<file path="config.mk">
export PLATFORM = sky130hd
export DESIGN_NAME = dsp_mac_sequencer
export DESIGN_NICKNAME = d
export VERILOG_FILES = /design/src/rtl/dsp_seq_pkg.sv /design/src/rtl/dsp_seq_token_pipe.sv /design/src/rtl/dsp_mac_sequencer.sv
export SDC_FILE = /design/constraint.sdc
export NUM_CORES = 1
export LEC_CHECK = 0
export BUFFER_PORTS_ARGS = -buffer_cell sky130_fd_sc_hd__buf_2
export CAP_MARGIN = 20
export CORE_AREA = 8 8 69 71
export CTS_BUF_LIST = sky130_fd_sc_hd__clkbuf_4 sky130_fd_sc_hd__clkbuf_8
export DETAILED_ROUTE_END_ITERATION = 12
export DIE_AREA = 0 0 77 79
export PLACE_DENSITY = 0.69
export SLEW_MARGIN = 20
export SYNTH_ARGS = -nofsm -noshare
export SYNTH_HDL_FRONTEND = slang
export SYNTH_SLANG_ARGS = --single-unit
</file>
<file path="constraint.sdc">
create_clock -name CLK -period 4.1 [get_ports CLK]
set_input_delay 0.41 -clock CLK [delete_from_list [all_inputs] [get_ports CLK]]
set_output_delay 0.41 -clock CLK [all_outputs]
set_load 0.02 [all_outputs]
</file>
<file path="src/rtl/dsp_seq_pkg.sv">
// Shared types, OPMODE constants and pipe-depth helpers for the DSP48A1 MAC sequencer.
`timescale 1ns/1ps
package dsp_seq_pkg;

  typedef enum logic [2:0] {
    IDLE  = 3'd0,
    CLEAR = 3'd1,
    FEED  = 3'd2,
    DRAIN = 3'd3,
    DONE  = 3'd4
  } state_e;

  // X=M, Z=P, add
  localparam logic [7:0] OPMODE_MAC  = 8'h09;
  localparam logic [7:0] OPMODE_IDLE = 8'h00;

  function automatic int unsigned calc_depth(input int unsigned abreg,
                                             input int unsigned mreg,
                                             input int unsigned preg);
    return abreg + mreg + preg;
  endfunction

  // Selects token bits 1..d-2: stages that still have a later stage in front of P.
  function automatic logic [31:0] inner_mask(input int unsigned d);
    if (d < 3) return 32'd0;
    return ((32'd1 << (d - 1)) - 32'd1) & ~32'd1;
  endfunction

endpackage

</file>
<file path="src/rtl/dsp_seq_token_pipe.sv">
// D-stage valid-token shift register; bit k is the CE for the k-th present datapath stage.
`timescale 1ns/1ps
module dsp_seq_token_pipe #(
  parameter int unsigned D = 3
) (
  input  logic         CLK,
  input  logic         rst,
  input  logic         flush,
  input  logic         accept,
  output logic [D-1:0] tok
);

  generate
    if (D == 1) begin : g_comb_only
      assign tok = accept;
    end else begin : g_regs
      logic [D-2:0] pipe_q;

      if (D == 2) begin : g_one
        always_ff @(posedge CLK) begin
          if (rst || flush) pipe_q <= '0;
          else              pipe_q <= accept;
        end
      end else begin : g_many
        always_ff @(posedge CLK) begin
          if (rst || flush) pipe_q <= '0;
          else              pipe_q <= {pipe_q[D-3:0], accept};
        end
      end

      // Stage 0 is combinational on accept so the first register captures the pair it is offered.
      assign tok = {pipe_q, accept};
    end
  endgenerate

endmodule

</file>
<file path="src/rtl/dsp_mac_sequencer.sv">
// Drives CE/RST/OPMODE of a DSP48A1-style slice for one LEN-pair MAC job.
// Optional abort input enabled by defining DSP_SEQ_ABORT_EN.
`timescale 1ns/1ps
module dsp_mac_sequencer
  import dsp_seq_pkg::*;
#(
  parameter int unsigned LEN_WIDTH = 8,
  parameter int unsigned ABREG     = 1,
  parameter int unsigned MREG      = 1,
  parameter int unsigned PREG      = 1
) (
  input  logic                 CLK,
  input  logic                 rst,
  input  logic                 start,
  input  logic [LEN_WIDTH-1:0] len,
`ifdef DSP_SEQ_ABORT_EN
  input  logic                 abort,
`endif
  output logic                 busy,
  input  logic                 in_valid,
  output logic                 in_ready,
  output logic [1:0]           ce_ab,
  output logic                 ce_m,
  output logic                 ce_p,
  output logic                 rstp,
  output logic [7:0]           opmode,
  output logic                 done
);

  localparam int unsigned D          = calc_depth(ABREG, MREG, PREG);
  localparam logic [31:0] INNER_MASK = inner_mask(D);

  generate
    if (PREG != 1) begin : g_bad_preg
      $error("dsp_mac_sequencer: PREG must be 1, accumulation needs the P register");
    end
    if (ABREG > 2 || MREG > 1) begin : g_bad_regs
      $error("dsp_mac_sequencer: ABREG must be 0..2 and MREG 0..1");
    end
  endgenerate

  state_e               state;
  logic [LEN_WIDTH-1:0] len_q;
  logic [LEN_WIDTH-1:0] count;
  logic [LEN_WIDTH-1:0] count_inc;
  logic                 accept;
  logic                 flush;
  logic [D-1:0]         tok;

`ifdef DSP_SEQ_ABORT_EN
  assign flush = abort && (state inside {CLEAR, FEED, DRAIN});
`else
  assign flush = 1'b0;
`endif

  assign accept    = in_valid && in_ready && !flush;
  assign count_inc = count + 1'b1;

  dsp_seq_token_pipe #(.D(D)) u_token_pipe (
    .CLK    (CLK),
    .rst    (rst),
    .flush  (flush),
    .accept (accept),
    .tok    (tok)
  );

  generate
    if (ABREG >= 1) begin : g_ab1
      assign ce_ab[0] = tok[0];
    end else begin : g_no_ab1
      assign ce_ab[0] = 1'b0;
    end
    if (ABREG == 2) begin : g_ab2
      assign ce_ab[1] = tok[1];
    end else begin : g_no_ab2
      assign ce_ab[1] = 1'b0;
    end
    if (MREG == 1) begin : g_m
      assign ce_m = tok[ABREG];
    end else begin : g_no_m
      assign ce_m = 1'b0;
    end
  endgenerate

  assign ce_p = tok[D-1];

  // NOTE: every control output is registered alongside the state it belongs to, so
  // in_ready/busy/opmode are computed for the state being entered, not the current one.
  always_ff @(posedge CLK) begin
    if (rst) begin
      state    <= IDLE;
      len_q    <= '0;
      count    <= '0;
      busy     <= 1'b0;
      in_ready <= 1'b0;
      rstp     <= 1'b0;
      opmode   <= OPMODE_IDLE;
      done     <= 1'b0;
    end else begin
      rstp <= 1'b0;
      done <= 1'b0;
      if (flush) begin
        state    <= IDLE;
        count    <= '0;
        busy     <= 1'b0;
        in_ready <= 1'b0;
        rstp     <= 1'b1;
        opmode   <= OPMODE_IDLE;
      end else begin
        unique case (state)
          IDLE: begin
            if (start) begin
              len_q <= len;
              count <= '0;
              state <= CLEAR;
              busy  <= 1'b1;
              rstp  <= 1'b1;
            end
          end
          CLEAR: begin
            if (len_q == '0) begin
              state <= DONE;
              done  <= 1'b1;
            end else begin
              state    <= FEED;
              in_ready <= 1'b1;
              opmode   <= OPMODE_MAC;
            end
          end
          FEED: begin
            if (accept) begin
              count <= count_inc;
              if (count_inc == len_q) begin
                in_ready <= 1'b0;
                // With a single-stage pipe the last ce_p fires on the accept itself.
                if (D == 1) begin
                  state  <= DONE;
                  done   <= 1'b1;
                  opmode <= OPMODE_IDLE;
                end else begin
                  state <= DRAIN;
                end
              end
            end
          end
          DRAIN: begin
            // Leave once only the P stage (or nothing) still holds a token.
            if ((tok & INNER_MASK[D-1:0]) == '0) begin
              state  <= DONE;
              done   <= 1'b1;
              opmode <= OPMODE_IDLE;
            end
          end
          DONE: begin
            state <= IDLE;
            busy  <= 1'b0;
          end
          default: begin
            state    <= IDLE;
            busy     <= 1'b0;
            in_ready <= 1'b0;
            opmode   <= OPMODE_IDLE;
          end
        endcase
      end
    end
  end

endmodule

</file>
==> results.yml <==
outcome:
  outcome: "complete, no violations"
cts:
  htree_levels: 1
  cts.clk_slew.worst_paths_ns: 0.10
  cts_tree: "built"
  insertion_delay_ns: 0.28
  root_buffer: "clkbuf_8"
  post_cts_buffers: 0
  cts_sinks: 26
  cts_buffer_depth: 2
  numCtsBuffers: 3
  cts_hold_buf: 0
  post_cts_resized: 0
place:
  dp_hpwl_mm: 2.07
  postPlaceCellArea_um2: 1430
  port_buffers: 20
  place_congestion: 0.796
  place_inst: 228
route:
  top_layer_used: "met4"
  drc: 0
  wl_met3_um: 86
  num_vias: 1139
  drt_iter0_drc: 59
  met2_length_mm: 1.31
  drtAntennaViolNets: 0
  viasPerCell: 4.91
  routed_wl_mm: 2.83
  drtPass1Iterations: 4
  met1_length_mm: 1.37
  wl_per_cell_um: 12.2
run:
  cap_violations: 0
grt:
  antenna_found_initial: 0
  grt_pass1_vias: 1092
  overflow: 0
  grt_pass1_wl_mm: 4.84
  grt_use_total_pct: 9.61
  grt_max_degree: 26
final_layout:
  instances_no_fill: 232
  fin_area_um2: 1500
  syn_to_final_growth_pct: 11.5
  diodes: 0
  drive_gt1_share_pct: 17.6
  nets: 196
floorplanning:
  io_pins: 28
  core.rowCount: 23
  die_w_um: 77
  core_area_um2: 3800
  die_area_um2: 6080
  start_util_pct: 35.5
  die_h_um: 79
timing:
  max_freq_mhz: 486
  clock_skew_ns: 0.00403
  rsz0062_at_grt: "false"
  finalSetupTns_ns: 0
  hold_slack_ns: 0.355
  setup_viol: 0
  hold_viol_final: 0
  worstMarginPinSlew_ns: 0.559
  period_share_pct: 50.1
  final.min_clock_period_ns: 2.06
  slew_violations: 0
  max-slew-margin-rel_pct: 62.5
setup_path:
  cp.required_ns: 4.31
  r2r_slack_ns: 2.04
  critical_path.slowest_cell: "or4_1"
  cp_max_fo: 13
  end_kind: "register"
  cpPeakStageDelay_ns: 0.61
  crit_arrival_ns: 2.27
  cp-start-kind: "register"
  timing.rr.start: "state[1]"
  rr_worst_depth: 4
  crit_start: "state[1]"
  crit_end: "count[7]"
  worstSetupPathType: "register to register"
  path_cells: "nor3b_1 -> nand3_1 -> or4_1 -> a21oi_1"
  worstReg2RegEnd: "count[7]"
yosys:
  synth_edf_count: 0
  seq_area_frac_synth_pct: 38.6
  syn_area_per_cell_um2: 7.93
  yosysMostFrequentCell: "dfxtp_1"
  yosys-top-cells-count: "26 x dfxtp_1, 23 x a21oi_1, 21 x nand2_1"
  yosysTopAreaCell: "dfxtp_1"
  synth_area_leaders: "dfxtp_1 39%, a21oi_1 8.5%, nand2_1 5.8%"
  ys_ff_latch: 26
  synth_cell_types: 40
  synth_ff_type: "dfxtp_1"
  ys.warnings.count: 0
  synth_top_area_share_pct: 38.6
  mappedNetlistArea_um2: 1350
  syn_inst: 170
  async_reset_ff_share_pct: 0
power:
  vdd_drop_max_v: 0.000248
  p_sw_mw: 0.220
  clock_power_share_pct: 31.4
  p_leak_nw: 0.636
  power.total_mw: 0.693
  p_int_mw: 0.473
  power_density_nw_per_um2: 461
  combPwrFrac_pct: 23.5
  p_sw_share_pct: 31.7
  seqPwrFrac_pct: 45.2
min_path:
  worstHoldPathType: "primary input to register"
-- critical path: cells and delay by family (launching register included) --
kind / cells / cell delay (ns)
AO/OA/AOI/OAI: 1 / 0.14
flip-flops: 1 / 0.55
AND/OR/NAND/NOR: 3 / 1.30
-- routing by layer --
layer / track usage (%) / vias up
met1: 11.7 / 515
met2: 15.9 / 27
met3: 1.69 / 5
met4: 5.09 / 0
li1: - / 592
met5: 0 / -
-- stage by stage --
stage,setup WS [ns],util [%]
6_report,2.04,39.6
5_1_grt,1.87,39.6
4_1_cts,2.07,39.6
3_5_place_dp,2.10,37.7
3_3_place_gp,2.12,37.7
2_1_floorplan,2.22,-
-- worst min-delay path by stage --
stage,endpoint,start,slack [ns],depth (start not counted)
2_1_floorplan,len_q[1],len_q[1],0.46,2
3_3_place_gp,busy,busy,0.47,2
3_5_place_dp,busy,busy,0.47,2
4_1_cts,len_q[2],len[2],0.35,3
5_1_grt,len_q[6],len[6],0.37,3
6_report,len_q[0],len[0],0.36,3
-- power groups by stage --
stage	Clock (mW)	Sequential, mW	Combinational (mW)
2_1_floorplan	0	0.315	0.134
3_3_place_gp	0	0.318	0.164
3_5_place_dp	0	0.318	0.164
4_1_cts	0.220	0.312	0.165
5_1_grt	0.230	0.318	0.184
6_report	0.217	0.313	0.163
-- flip-flops by register name (all words and copies together) (netlist names) --
name,count
done,1
state,3
rstp,1
count,8
busy,1
u_token_pipe.g_regs.pipe_q,2
opmode,1
in_ready,1
len_q,8
-- cell type report --
type / count / area (um^2)
Sequential cell: 26 / 520
Inverter: 3 / 11.3
Tap cell: 50 / 62.6
Fill cell: 431 / 2290
Clock inverter: 1 / 30.0
Timing Repair Buffer: 20 / 100
Clock buffer: 3 / 41.3
Multi-Input combinational cell: 129 / 738
-- cells in the final DEF, fill, tap and decap left out, drive strengths merged, types with 2 or more instances in the layout --
master	n
xor2	4
nor2	15
nand2	21
and3	3
or3b	4
conb	7
inv	3
or4b	2
xnor2	8
nand3	4
dfxtp	26
nor3	3
a21oi	23
clkbuf	3
o21ai	9
nor2b	4
or3	2
nor4	3
buf	20
-- cells by family after synthesis --
kind of cell / share of synthesized area, %
fa+ha+maj: 0.927
xor+xnor: 7.79
flops: 38.6
compound gates: 17.1
other cells: 0.278
buf+inv: 8.35
simple gates: 27.0
Note: power is estimated with default switching activity, not from simulation.
